$ cat src/rtl/cic_comb_decim.sv
// CIC decimator back end: decimates an accumulator stream and applies pipelined comb stages,
// delivering results through a one-entry valid/ready buffer. Optional macro: CIC_GAIN_SHIFT_EN.
module cic_comb_decim #(
   parameter int unsigned width_p  = 16,
   parameter int unsigned decim_p  = 4,
   parameter int unsigned stages_p = 1,
   parameter int unsigned shift_p  = 2
) (
   input  logic               clk,
   input  logic               rst,
   input  logic               clr,
   input  logic [width_p-1:0] in_data,
   input  logic               in_valid,
   output logic [width_p-1:0] out_data,
   output logic               out_valid,
   input  logic               out_ready,
   output logic               overrun
);

   localparam int unsigned   W          = width_p;
   localparam int unsigned   PW         = (decim_p > 1) ? $clog2(decim_p) : 1;
   localparam int unsigned   CW         = $clog2(stages_p + 1);
   localparam logic [PW-1:0] PHASE_LAST = PW'(decim_p - 1);
   localparam logic [CW-1:0] PRIME_CNT  = CW'(stages_p);

   if (decim_p < 2) begin : g_bad_decim
      $error("cic_comb_decim: decim_p must be >= 2");
   end
   if (stages_p < 1 || stages_p > 4) begin : g_bad_stages
      $error("cic_comb_decim: stages_p must be 1..4");
   end
   if (shift_p >= width_p) begin : g_bad_shift
      $error("cic_comb_decim: shift_p must be < width_p");
   end

   typedef enum logic {
      PRIME = 1'b0,
      RUN   = 1'b1
   } state_e;

   state_e                   state_q, state_d;
   logic [PW-1:0]            phase_q, phase_d;
   // Index 0 is the strobe-sampled input; index k is the output of comb stage k.
   logic [stages_p:0][W-1:0] stg_q, stg_d;
   logic [stages_p:0]        vld_q, vld_d;
   logic [stages_p:1][W-1:0] dly_q, dly_d;
   logic [CW-1:0]            cnt_q, cnt_d;
   logic [W-1:0]             out_data_q, out_data_d;
   logic                     out_valid_q, out_valid_d;
   logic                     overrun_q, overrun_d;
   logic                     strobe_c;
   logic [W-1:0]             load_c;

`ifdef CIC_GAIN_SHIFT_EN
   localparam logic [W-1:0] RND = (shift_p > 0) ? (W'(1) << ((shift_p > 0) ? shift_p - 1 : 0)) : '0;
   logic [W-1:0] rnd_c;

   // Round half-up then arithmetic shift; the rounding add wraps.
   always_comb begin
      rnd_c  = stg_q[stages_p] + RND;
      load_c = W'($signed(rnd_c) >>> shift_p);
   end
`else
   assign load_c = stg_q[stages_p];
`endif

   // Next-state: phase, comb pipeline, prime FSM and output buffer.
   always_comb begin
      state_d     = state_q;
      phase_d     = phase_q;
      stg_d       = stg_q;
      vld_d       = '0;
      dly_d       = dly_q;
      cnt_d       = cnt_q;
      out_data_d  = out_data_q;
      out_valid_d = out_valid_q;
      overrun_d   = overrun_q;

      strobe_c = in_valid && (phase_q == PHASE_LAST);
      if (in_valid) begin
         phase_d = strobe_c ? '0 : phase_q + PW'(1);
      end

      vld_d[0] = strobe_c;
      if (strobe_c) begin
         stg_d[0] = in_data;
      end

      for (int unsigned k = 1; k <= stages_p; k++) begin
         vld_d[k] = vld_q[k-1];
         if (vld_q[k-1]) begin
            stg_d[k] = stg_q[k-1] - dly_q[k];
            dly_d[k] = stg_q[k-1];
         end
      end

      if (out_valid_q && out_ready) begin
         out_valid_d = 1'b0;
      end

      if (vld_q[stages_p]) begin
         case (state_q)
            PRIME: begin
               cnt_d = cnt_q + CW'(1);
               if ((cnt_q + CW'(1)) == PRIME_CNT) begin
                  state_d = RUN;
               end
            end
            RUN: begin
               if (!out_valid_q || out_ready) begin
                  out_data_d  = load_c;
                  out_valid_d = 1'b1;
               end else begin
                  overrun_d = 1'b1;
               end
            end
            default: ;
         endcase
      end

      if (clr) begin
         state_d     = PRIME;
         phase_d     = '0;
         stg_d       = '0;
         vld_d       = '0;
         dly_d       = '0;
         cnt_d       = '0;
         out_data_d  = '0;
         out_valid_d = 1'b0;
         overrun_d   = 1'b0;
      end
   end

   always_ff @(posedge clk or posedge rst) begin
      if (rst) begin
         state_q     <= PRIME;
         phase_q     <= '0;
         stg_q       <= '0;
         vld_q       <= '0;
         dly_q       <= '0;
         cnt_q       <= '0;
         out_data_q  <= '0;
         out_valid_q <= 1'b0;
         overrun_q   <= 1'b0;
      end else begin
         state_q     <= state_d;
         phase_q     <= phase_d;
         stg_q       <= stg_d;
         vld_q       <= vld_d;
         dly_q       <= dly_d;
         cnt_q       <= cnt_d;
         out_data_q  <= out_data_d;
         out_valid_q <= out_valid_d;
         overrun_q   <= overrun_d;
      end
   end

   assign out_data  = out_data_q;
   assign out_valid = out_valid_q;
   assign overrun   = overrun_q;

endmodule

$ cat config.mk
export PLATFORM = sky130hd
export DESIGN_NAME = cic_comb_decim
export DESIGN_NICKNAME = d
export VERILOG_FILES = /design/src/rtl/cic_comb_decim.sv
export SDC_FILE = /design/constraint.sdc
export NUM_CORES = 1
export LEC_CHECK = 0
export BUFFER_PORTS_ARGS = -buffer_cell sky130_fd_sc_hd__buf_2
export CORE_ASPECT_RATIO = 0.5
export CORE_MARGIN = 2
export CORE_UTILIZATION = 55
export CTS_CLUSTER_DIAMETER = 100
export CTS_CLUSTER_SIZE = 30
export DETAILED_ROUTE_END_ITERATION = 10
export PLACE_DENSITY = 0.75
export SLEW_MARGIN = 20
export SYNTH_ARGS = -nofsm -noshare
export SYNTH_HDL_FRONTEND = slang
export SYNTH_SLANG_ARGS = --single-unit
export TNS_END_PERCENT = 1
$ cat constraint.sdc
create_clock -name clk -period 2.41 [get_ports clk]
set_clock_uncertainty 0.1 [all_clocks]
set_input_delay 0 -clock clk [delete_from_list [all_inputs] [get_ports clk]]
set_output_delay 0 -clock clk [all_outputs]
set_load 0.03 [all_outputs]
* Yosys cells after proc, flatten, opt, wreduce, memory -nomap -nowiden
Cells that the tools add are included.
** Cells by class
- Reduce and logical (&&, ||, !) cells :: 13
- Equality and inequality tests :: 3
- Mux-type cells :: 29
- Add/sub/neg operators :: 3
** Operators by type and width (number)
- $mux 16 :: 8
- $mux 32 :: 1
- $mux 1 :: 16
- $sub 16x16->16 :: 1
- $reduce_bool 2->1 :: 6
- $mux 2 :: 4
- $reduce_and 3->1 :: 2
- $ne 2x2->1 const B :: 2
- $add 2x1->2 const B :: 1
- $eq 2x2->1 const B :: 1
- $logic_and 1x1->1 :: 2
- $reduce_and 2->1 :: 1
- $add 1x1->1 const B :: 1
- $logic_not 1->1 :: 1
- $logic_or 1x1->1 :: 1
** Word-level totals
- Bits in registers :: 72
- Output and inout port bits :: 18
- Logic and storage cells :: 58
- Input bits :: 21

* Depth between registers and ports, before layout
Gate-level depths: netlist of the first run.
- Depth in word-level cells :: 6
- Gate-level depth with buffers :: 8
- Depth with buffers taken out :: 8

* Least setup slack after synthesis of the first run
OpenSTA, ideal clock, no wires.
- Path type :: register to register
- Start point :: register stg_q[0] (netlist bit)
- End point :: register stg_q (netlist bit load_c[12])
- Data arrival time :: 2.003 ns
- Path slack :: 0.183 ns
- Stages on the path, launching flop included :: 9
- Cell sequence :: dfrtp_1 -> inv_1 -> ha_1 -> fa_1 -> and2b_1 -> o2111ai_2 -> a21oi_1 -> o21ai_0 -> a211o_1
** Between the ends
- Longest elaborated chain between the ends :: 3
** Ends and longest elaborated chain
- from (decl) :: RTL line 44 : logic [stages_p:0][W-1:0] stg_q, stg_d;
- from (signal assigned) :: RTL line 148 : stg_q <= stg_d;
- $sub 16x16->16 :: RTL line 92 : stg_d[k] = stg_q[k-1] - dly_q[k];
- $mux 16 :: RTL line 91 : if (vld_q[k-1]) begin
- $mux 32 :: RTL line 121 : if (clr) begin
Every way passes these cells. The select of a mux whose other input is x is not followed.
A chain may end at the register's enable or synchronous reset.

* Final worst setup path of the first run
Same ends and word-level chain as after synthesis.

==> flow_metrics.env, run 1 <==
export IMPL_status="complete, no violations"
export IMPL_yosysWarnings=0
export IMPL_ys_dominant_reg_cell="dfrtp_1"
export IMPL_synth_edff_count=0
export IMPL_ys_seq_area_share_pct=48.98
export IMPL_cp_top_family="compound AO/OA/AOI/OAI gates"
export IMPL_hold_depth=2
export IMPL_grt_pass1_wl_mm=14.22
export IMPL_clock_sinks=72
export IMPL_hold_path_end="dly_q[9]$_DFFE_PP0P_"
export IMPL_end_kind="flop"
export IMPL_grt_max_degree=73
export IMPL_p_leak_nw=2.147
export IMPL_crit_type="flop to flop"
export IMPL_routed_wirelength_mm=8.619
export IMPL_required_ns=2.52
export IMPL_routed_via_density=5.738
export IMPL_die_h_microns=61.83
export IMPL_hold_class="primary input to flop"
export IMPL_power_share_clock_pct=53.8
export IMPL_slew_violations=0
export IMPL_synthCells=373
export IMPL_core_area_sq_um=6256
export IMPL_dpl_hpwl_mm=5.796
export IMPL_critPathLaunchType="flop"
export IMPL_crit_chain="inv_2 -> ha_2 -> fa_2 -> and2b_2 -> o2111ai_4 -> a21oi_2 -> buf_6 -> o21ai_0 -> a211o_1"
export IMPL_finalSetupTns_ns=0
export IMPL_rrSetupSlack_ns=0.10
export IMPL_fin_crit_ns=2.307
export IMPL_ir_worst_vdd_uv=614.5
export IMPL_critPathMaxFanout=6
export IMPL_synth_area_sq_um=3679
export IMPL_port_buffers=38
export IMPL_die_x_microns=119.7
export IMPL_stdcell_count=526
export IMPL_rr_endpoint="load_c[12]$_DFFE_PP0P_"
export IMPL_max_stage_delay_ns=0.39
export IMPL_gp_congestion=0.8247
export IMPL_min_delay_start="clr"
export IMPL_reg2regPathDepth=9
export IMPL_post_cts_buffers=0
export IMPL_hold_viol_final=0
export IMPL_fillers=463
export IMPL_worstMarginPinSlew_ns=0.9047
export IMPL_cts_tree="built"
export IMPL_start_util_pct=58.80
export IMPL_grt_use_total_pct=25.64
export IMPL_antenna_found_initial=0
export IMPL_grt_pass1_vias=2793
export IMPL_regToRegStartpoint="stg_q[0]$_DFFE_PP0P_"
export IMPL_syn_avg_cell_area_sq_um=9.862
export IMPL_cts_max_level=3
export IMPL_power_density_nw_per_um2=662.2
export IMPL_clkSlewWorstSetupHoldPaths_ns=0.06
export IMPL_vias=3018
export IMPL_drt_iter0_markers=382
export IMPL_nNetsFinal=472
export IMPL_post_route_util_pct=72.68
export IMPL_synth_top_cell_by_area="dfrtp_1"
export IMPL_setup_viol=0
export IMPL_drc=0
export IMPL_period_share_pct=95.73
export IMPL_synth_async_reset_ratio_pct=100.0
export IMPL_worst_path_buf_inv=2
export IMPL_fmax_mhz=433.5
export IMPL_row_count=20
export IMPL_root_buffer="clkbuf_16"
export IMPL_maxSlewHeadroom_pct=39.69
export IMPL_drive_gt1_share_pct=17.35
export IMPL_cts_buffers=9
export IMPL_intPower_mw=2.403
export IMPL_route_detailed_wl_per_inst_microns=16.39
export IMPL_ant_nets=0
export IMPL_grt_overflow_total=0
export IMPL_p_sw_mw=0.6080
export IMPL_p_seq_share_pct=40.6
export IMPL_syn2layout_area_growth_pct=23.61
export IMPL_swShare_pct=20.19
export IMPL_worst_skew_pair_late_latency_ns=0.33
export IMPL_cts_max_path_buffers=2
export IMPL_comb_power_share_pct=5.6
export IMPL_synthTopCellsByArea="dfrtp_1 49%, ha_1 5.8%, a21oi_1 5.2%, nand2_1 5.1%, mux2i_1 4.9%"
export IMPL_synth_seq_cells=72
export IMPL_io_pins=39
export IMPL_yosys_cell_types_count=49
export IMPL_antenna_cells=0
export IMPL_synth_net_count=412
export IMPL_synth_top_cell_area_share_pct=48.98
export IMPL_dieArea_sq_um=7398
export IMPL_max_cap_violations=0
export IMPL_placedCellCount=491
export IMPL_arrival_ns=2.42
export IMPL_worst_path_max_delay_cell="dfrtp_1"
export IMPL_final_common_cell="dfrtp_1"
export IMPL_layout_common_cells="72 x dfrtp_1, 50 x nand2_1, 38 x buf_2, 37 x a21oi_1, 33 x nor2_1"
export IMPL_dr_pass1_iters=5
-- cell type report --
cell class	instances	area, sq um	share of cell area (%)
clock buffer	9	225.2	4.953
sequential	72	1802	39.63
inverter	22	82.58	1.816
multi-input combinational	262	1732	38.08
tap	88	110.1	2.422
timing repair buffer	66	451.7	9.934
clock inverter	7	143.9	3.165
-- per-stage QoR --
| stage | hold slack (ns) | worst slack [ns] | area, sq um | total power [mW] |
|---|---|---|---|---|
| 2_1_floorplan | 0.03273 | 0.1829 | 3679 | 1.337 |
| 4_1_cts | 0.09187 | 0.01250 | 4526 | 3.037 |
| 3_5_place_dp | 0.1228 | 0.007531 | 3963 | 1.385 |
| 5_1_grt | 0.1287 | -0.01024 | 4547 | 3.115 |
| 6_report | 0.1043 | 0.1030 | 4547 | 3.011 |
| 3_3_place_gp | 0.1176 | 0.1484 | 3963 | 1.379 |
-- how the worst max path moves through the flow --
stage	to	start	cells past startpoint	slack [ns]
floorplan	load_c[12]$_DFFE_PP0P_	stg_q[0]$_DFFE_PP0P_	8	0.18
global placement	load_c[12]$_DFFE_PP0P_	stg_q[0]$_DFFE_PP0P_	9	0.15
detailed placement	load_c[12]$_DFFE_PP0P_	stg_q[0]$_DFFE_PP0P_	9	0.008
CTS	load_c[12]$_DFFE_PP0P_	stg_q[0]$_DFFE_PP0P_	9	0.01
global route	load_c[12]$_DFFE_PP0P_	stg_q[0]$_DFFE_PP0P_	9	-0.01
finish	load_c[12]$_DFFE_PP0P_	stg_q[0]$_DFFE_PP0P_	9	0.10
-- cells in the mapped netlist, types with 4 or more instances --
master and number:
buf_1 4, nor3_1 4, inv_1 22, mux2i_1 18
dfrtp_1 72, a22o_1 16, o21ai_0 12, nand3_1 6
ha_1 17, nand3b_1 4, o211a_1 4, a21o_1 5
a21oi_1 38, clkbuf_1 9, nand2_1 50, or3_1 4
nor3b_1 4, nor2_1 33
-- power by group through the flow --
stage                     Clock (mW)  Sequential, mW  Combinational (mW)
after detailed placement           0            1.24               0.141
after global routing            1.71            1.22               0.186
after global placement             0            1.24               0.136
after floorplan                    0            1.24              0.0952
final                           1.62            1.22               0.169
after CTS                       1.65            1.22               0.166
-- sequential cells by signal, summed over array words and instances (netlist names) --
register	flops
vld_q	2
phase_q	2
stg_q	16
dly_q	16
load_c	16
overrun	1
out_valid	1
out_data	16
state_q	1
cnt_q	1
-- layer usage --
metal	global-route usage, %	wire, microns
met1	35.51	4206
met2	39.59	3760
met3	8.120	587
met4	7.899	64
met5	0	0
-- repair_timing --
| action | in CTS | in global routing |
|---|---|---|
| hold buffers | 19 | 0 |
| setup endpoints to repair | 1 | 2 |
| resized for setup | 1 | 6 |
| hold endpoints to repair | 93 | 0 |
| pin swaps | 0 | 2 |
-- kinds of logic after synthesis --
group	count (synthesis)	share of synthesized area (%)
buf+inv	39	4.524
compound gates	101	19.35
simple gates	121	14.97
xor+xnor	4	0.9526
fa+ha+maj	18	6.326
flops	72	48.98
mux	18	4.898
Power figures use the tool's default switching activity.
==> run 2: changes to the inputs <==
Settings changed: PLACE_DENSITY 0.75 to 0.77.
==> run 2 against run 1 <==
  * Non-clock buffer count grew 1
  * Setup slack lost 0.0060 ns
  * Cell count is the same
  * Critical path type unchanged
  * Largest power group is now registers
  * Highest routed layer unchanged
==> flow_metrics.env, run 2 (synthesis results as in run 1) <==
export IMPL_period_share_pct=95.98
export IMPL_ant_nets=0
export IMPL_row_count=20
export IMPL_dr_pass1_iters=5
export IMPL_fmax_mhz=432.3
export IMPL_grt_pass1_wl_mm=13.40
export IMPL_crit_chain="ha_1 -> a21o_1 -> a21oi_1 -> a21oi_2 -> buf_4 -> o211a_1 -> a211o_1"
export IMPL_die_x_microns=119.7
export IMPL_drt_iter0_markers=221
export IMPL_io_pins=39
export IMPL_regToRegStartpoint="stg_q[4]$_DFFE_PP0P_"
export IMPL_cp_top_family="compound AO/OA/AOI/OAI gates"
export IMPL_clock_sinks=72
export IMPL_power_mw=2.612
export IMPL_grt_max_degree=73
export IMPL_ir_worst_vdd_uv=511.5
export IMPL_dpl_hpwl_mm=5.676
export IMPL_setup_viol=0
export IMPL_core_area_sq_um=6256
export IMPL_layout_common_cells="72 x dfrtp_1, 50 x nand2_1, 38 x buf_2, 37 x a21oi_1, 33 x nor2_1"
export IMPL_worst_skew_pair_late_latency_ns=0.33
export IMPL_drive_gt1_share_pct=15.98
export IMPL_drc=0
export IMPL_antenna_found_initial=0
export IMPL_vias=2956
export IMPL_hold_viol_final=0
export IMPL_critPathMaxFanout=6
export IMPL_max_stage_delay_ns=0.41
export IMPL_worstMarginPinSlew_ns=0.6113
export IMPL_arrival_ns=2.43
export IMPL_worst_path_max_delay_cell="dfrtp_1"
export IMPL_status="complete, no violations"
export IMPL_cp_startpoint="stg_q[4]$_DFFE_PP0P_"
export IMPL_die_h_microns=61.83
export IMPL_post_route_util_pct=71.16
export IMPL_critPathLaunchType="flop"
export IMPL_power_density_nw_per_um2=586.6
export IMPL_required_ns=2.53
export IMPL_p_leak_nw=2.113
export IMPL_routed_via_density=5.620
export IMPL_gp_congestion=0.8777
export IMPL_slew_violations=0
export IMPL_route_detailed_wl_per_inst_microns=15.52
export IMPL_cts_buffers=9
export IMPL_multi_input_area_sq_um=1714
export IMPL_min_delay_start="clr"
export IMPL_final_common_cell="dfrtp_1"
export IMPL_cts_tree="built"
export IMPL_seq_area_sq_um=1802
export IMPL_clkSlewWorstSetupHoldPaths_ns=0.05
export IMPL_dieArea_sq_um=7398
export IMPL_cts_max_path_buffers=2
export IMPL_root_buffer="clkbuf_16"
export IMPL_max_cap_violations=0
export IMPL_hold_class="primary input to flop"
export IMPL_maxSlewHeadroom_pct=59.25
export IMPL_end_kind="flop"
export IMPL_grt_setup_unrepaired="true"
export IMPL_nNetsFinal=473
export IMPL_cts_max_level=3
export IMPL_grt_pass1_vias=2632
export IMPL_fillers=477
export IMPL_routed_wirelength_mm=8.163
export IMPL_grt_overflow_total=0
export IMPL_port_buffers=38
export IMPL_antenna_cells=0
export IMPL_start_util_pct=58.80
export IMPL_fin_crit_ns=2.313
export IMPL_grt_use_total_pct=24.11
export IMPL_hold_worst_slack_ns=0.07205
export IMPL_syn2layout_area_growth_pct=21.02
export IMPL_worst_path_buf_inv=1
export IMPL_finalSetupTns_ns=0
export IMPL_crit_type="flop to flop"
[run 2: repair_timing]
action                                  4_1_cts  5_1_grt
cloned                                        0        0
hold endpoints to repair                     93        0
resized for setup                             1        0
setup buffers                                 0        1
pin swaps                                     0        1
hold buffers                                 19        0
endpoints found under the setup margin        1        2
[run 2: per-stage QoR]
step	cell area, sq um	setup slack, ns	instances
after CTS	4444	0.09516	525
final	4452	0.09692	526
after floorplan	3679	0.1829	373
after global placement	3975	0.07065	491
after global routing	4452	-0.008081	526
after detailed placement	3975	0.003979	491
[run 2: layer usage]
layer	vias to the layer above	global-route usage, %	part of all wire [%]
met5	-	0	0
met4	0	9.748	1.5
met3	14	7.299	6.1
met2	93	33.80	41
met1	1405	35.32	52
li1	1444	-	-
[run 2: power breakdown]
part,internal (mW),leakage (nW),switching (mW)
Clock,0.747,0.128,0.475
Sequential,1.22,1.00,0.00632
Combinational,0.0710,0.980,0.0955
Total,2.03,2.11,0.577
[run 2: layout make-up]
| class | instances | share of cell area [%] |
|---|---|---|
| clock buffers | 13 | 5.846 |
| clock inverters | 2 | 0.3373 |
| inverters | 22 | 1.855 |
| multi-input cells | 262 | 38.50 |
| flip-flops and latches | 72 | 40.47 |
| well taps | 88 | 2.473 |
| repair buffers | 67 | 10.51 |
[run 2: worst reg2reg max path: cells and delay by family, from the launching register on]
family | cells | cell delay (ns)
adder cells (fa/ha/maj) | 1 | 0.40
AO/OA/AOI/OAI | 5 | 1.14
buffers and inverters | 1 | 0.16
flip-flops | 1 | 0.41
[run 2: worst paths after layout]
check | cells after the start | slack, ns | end
worst max-delay path | 7 | 0.1 | load_c[12]$_DFFE_PP0P_
worst min-delay path | 2 | 0.07 | dly_q[11]$_DFFE_PP0P_
min in group asynchronous | 4 | 0.19 | overrun$_DFFE_PP0P_
max in group asynchronous | 4 | 1.73 | stg_q[2]$_DFFE_PP0P_
worst max register to register | 7 | 0.1 | load_c[12]$_DFFE_PP0P_
worst min register to register | 1 | 0.41 | load_c[8]$_DFFE_PP0P_
==> run 3: changes to the inputs <==
==> constraint.sdc (replaced) <==
create_clock -name clk -period 2.41 [get_ports clk]
set_clock_uncertainty 0.1 [all_clocks]
set_input_delay 0.6025 -clock clk [delete_from_list [all_inputs] [get_ports clk]]
set_output_delay 0.6025 -clock clk [all_outputs]
set_load 0.03 [all_outputs]
==> run 3 against run 2 <==
  * Critical path type unchanged
  * Non-clock buffer count fell by 20
  * Via count fell by 1.3%
  * Clock power rose by 20%
  * Largest cell class unchanged
  * Power rose by 8.5%
  * Wire length rose by 1.7%
  * Clock-buffer cell count rose by 1
  * Sequential power barely moved
  * Sequential share of layout area rose by 0.95 points
==> flow_metrics.env, run 3 (synthesis results as in run 1) <==
export IMPL_required_ns=2.53
export IMPL_cts_hold_buf=0
export IMPL_grt_setup_unrepaired="false"
export IMPL_status="complete, no violations"
export IMPL_cp_top_family="compound AO/OA/AOI/OAI gates"
export IMPL_rr_endpoint="load_c[12]$_DFFE_PP0P_"
export IMPL_max_stage_delay_ns=0.42
export IMPL_clkSlewWorstSetupHoldPaths_ns=0.05
export IMPL_routed_via_density=5.755
export IMPL_reg2regPathDepth=9
export IMPL_ant_nets=0
export IMPL_grt_pass1_vias=2659
export IMPL_worst_skew_pair_late_latency_ns=0.34
export IMPL_power_mw=2.833
export IMPL_hold_viol_final=0
export IMPL_maxSlewHeadroom_pct=37.67
export IMPL_antenna_found_initial=0
export IMPL_antenna_cells=0
export IMPL_start_util_pct=58.80
export IMPL_drive_gt1_share_pct=18.14
export IMPL_io_pins=39
export IMPL_grt_max_degree=73
export IMPL_top_layer="met4"
export IMPL_core_area_sq_um=6256
export IMPL_routed_wirelength_mm=8.305
export IMPL_port_buffers=38
export IMPL_dp_slack_ns=-0.01427
export IMPL_arrival_ns=2.43
export IMPL_worst_path_max_delay_cell="dfrtp_1"
export IMPL_final_common_cell="dfrtp_1"
export IMPL_grt_overflow_total=0
export IMPL_worst_path_buf_inv=2
export IMPL_p_sw_mw=0.5719
export IMPL_layout_common_cells="72 x dfrtp_1, 50 x nand2_1, 38 x buf_2, 35 x a21oi_1, 32 x nor2_1"
export IMPL_power_share_clock_pct=51.6
export IMPL_cts_tree="built"
export IMPL_setup_ws_ns=0.1002
export IMPL_setup_viol=0
export IMPL_hold_class="primary input to async pin"
export IMPL_crit_type="flop to flop"
export IMPL_critPathLaunchType="flop"
export IMPL_power_density_nw_per_um2=651.3
export IMPL_fmax_mhz=432.9
export IMPL_cts_max_path_buffers=2
export IMPL_period_share_pct=95.84
export IMPL_met1Wirelength_mm=4.054
export IMPL_crit_chain="inv_2 -> ha_1 -> fa_2 -> and2b_2 -> o2111ai_4 -> a21oi_4 -> buf_4 -> o211a_1 -> a211o_1"
export IMPL_rrSetupSlack_ns=0.10
export IMPL_ir_worst_vdd_uv=619.3
export IMPL_dr_pass1_iters=4
export IMPL_slew_violations=0
export IMPL_cts_buffers=9
export IMPL_wl_met2_mm=3.482
export IMPL_met3RoutedLength_microns=664
export IMPL_vias=2918
export IMPL_clock_sinks=72
export IMPL_p_seq_share_pct=43.2
export IMPL_intPower_mw=2.261
export IMPL_gp_congestion=0.8963
export IMPL_route_detailed_wl_per_inst_microns=16.38
export IMPL_swShare_pct=20.19
export IMPL_drt_iter0_markers=330
export IMPL_syn2layout_area_growth_pct=18.23
export IMPL_worstMarginPinSlew_ns=0.9316
export IMPL_critPathMaxFanout=5
export IMPL_p_leak_nw=2.061
export IMPL_regToRegStartpoint="stg_q[0]$_DFFE_PP0P_"
export IMPL_dpl_hpwl_mm=5.812
export IMPL_comb_power_share_pct=5.3
export IMPL_die_x_microns=119.7
export IMPL_placedCellCount=489
export IMPL_stdcell_count=507
export IMPL_row_count=20
export IMPL_grt_use_total_pct=24.59
export IMPL_die_h_microns=61.83
export IMPL_drc=0
export IMPL_fin_crit_ns=2.310
export IMPL_grt_pass1_wl_mm=13.47
export IMPL_nNetsFinal=453
export IMPL_cts_max_level=3
export IMPL_end_kind="flop"
export IMPL_max_cap_violations=0
export IMPL_root_buffer="clkbuf_16"
export IMPL_dieArea_sq_um=7398
## run 3: timing repair
item,in CTS,in global routing
setup endpoints to repair,2,2
resized for setup,1,6
pin swaps,0,2
setup buffers,0,2
## run 3: per-stage QoR
step           hold WS [ns]  utilization [%]   TNS, ns  cell area [sq um]
3_5_place_dp         0.3952            63.42  -0.01427               3968
6_report             0.2632            69.52         0               4349
5_1_grt              0.2962            69.52         0               4349
3_3_place_gp         0.3705            63.36         0               3964
4_1_cts              0.2826            68.82         0               4305
2_1_floorplan        0.3656                -         0               3682
## run 3: worst max-delay path by stage
stage / end / cells after the start / start
after floorplan: load_c[12]$_DFFE_PP0P_ / 8 / stg_q[0]$_DFFE_PP0P_
after global placement: load_c[12]$_DFFE_PP0P_ / 8 / stg_q[0]$_DFFE_PP0P_
after detailed placement: load_c[12]$_DFFE_PP0P_ / 8 / stg_q[0]$_DFFE_PP0P_
after CTS: load_c[12]$_DFFE_PP0P_ / 8 / stg_q[0]$_DFFE_PP0P_
after global routing: load_c[12]$_DFFE_PP0P_ / 9 / stg_q[0]$_DFFE_PP0P_
final: load_c[12]$_DFFE_PP0P_ / 9 / stg_q[0]$_DFFE_PP0P_
## run 3: worst register-to-register path, delay by kind of cell (launching register included)
family / cells / cell delay, ns
fa+ha+maj: 2 / 0.38
flops: 1 / 0.42
compound gates: 4 / 0.82
simple gates: 1 / 0.25
buf+inv: 2 / 0.24
## run 3: layout make-up
class	instances	area (sq um)
repair buffers	47	270.3
well taps	88	110.1
fillers	482	1907
clock inverters	2	60.06
inverters	22	86.33
clock buffers	14	274.0
flip-flops and latches	72	1802
multi-input cells	262	1747
## run 3: metal layers
layer  vias to the layer above  track usage (%)
met1                      1401            34.77
met2                       109            36.16
met4                         0            8.571
met3                        11            8.212
li1                       1397                -
met5                         -                0
## run 3: power by group through the flow
stage,clock network (mW),logic (mW),registers [mW]
detailed placement,0,0.144,1.24
floorplan,0,0.0956,1.24
global route,1.54,0.164,1.22
global placement,0,0.138,1.24
finish,1.46,0.149,1.22
CTS,1.49,0.145,1.22
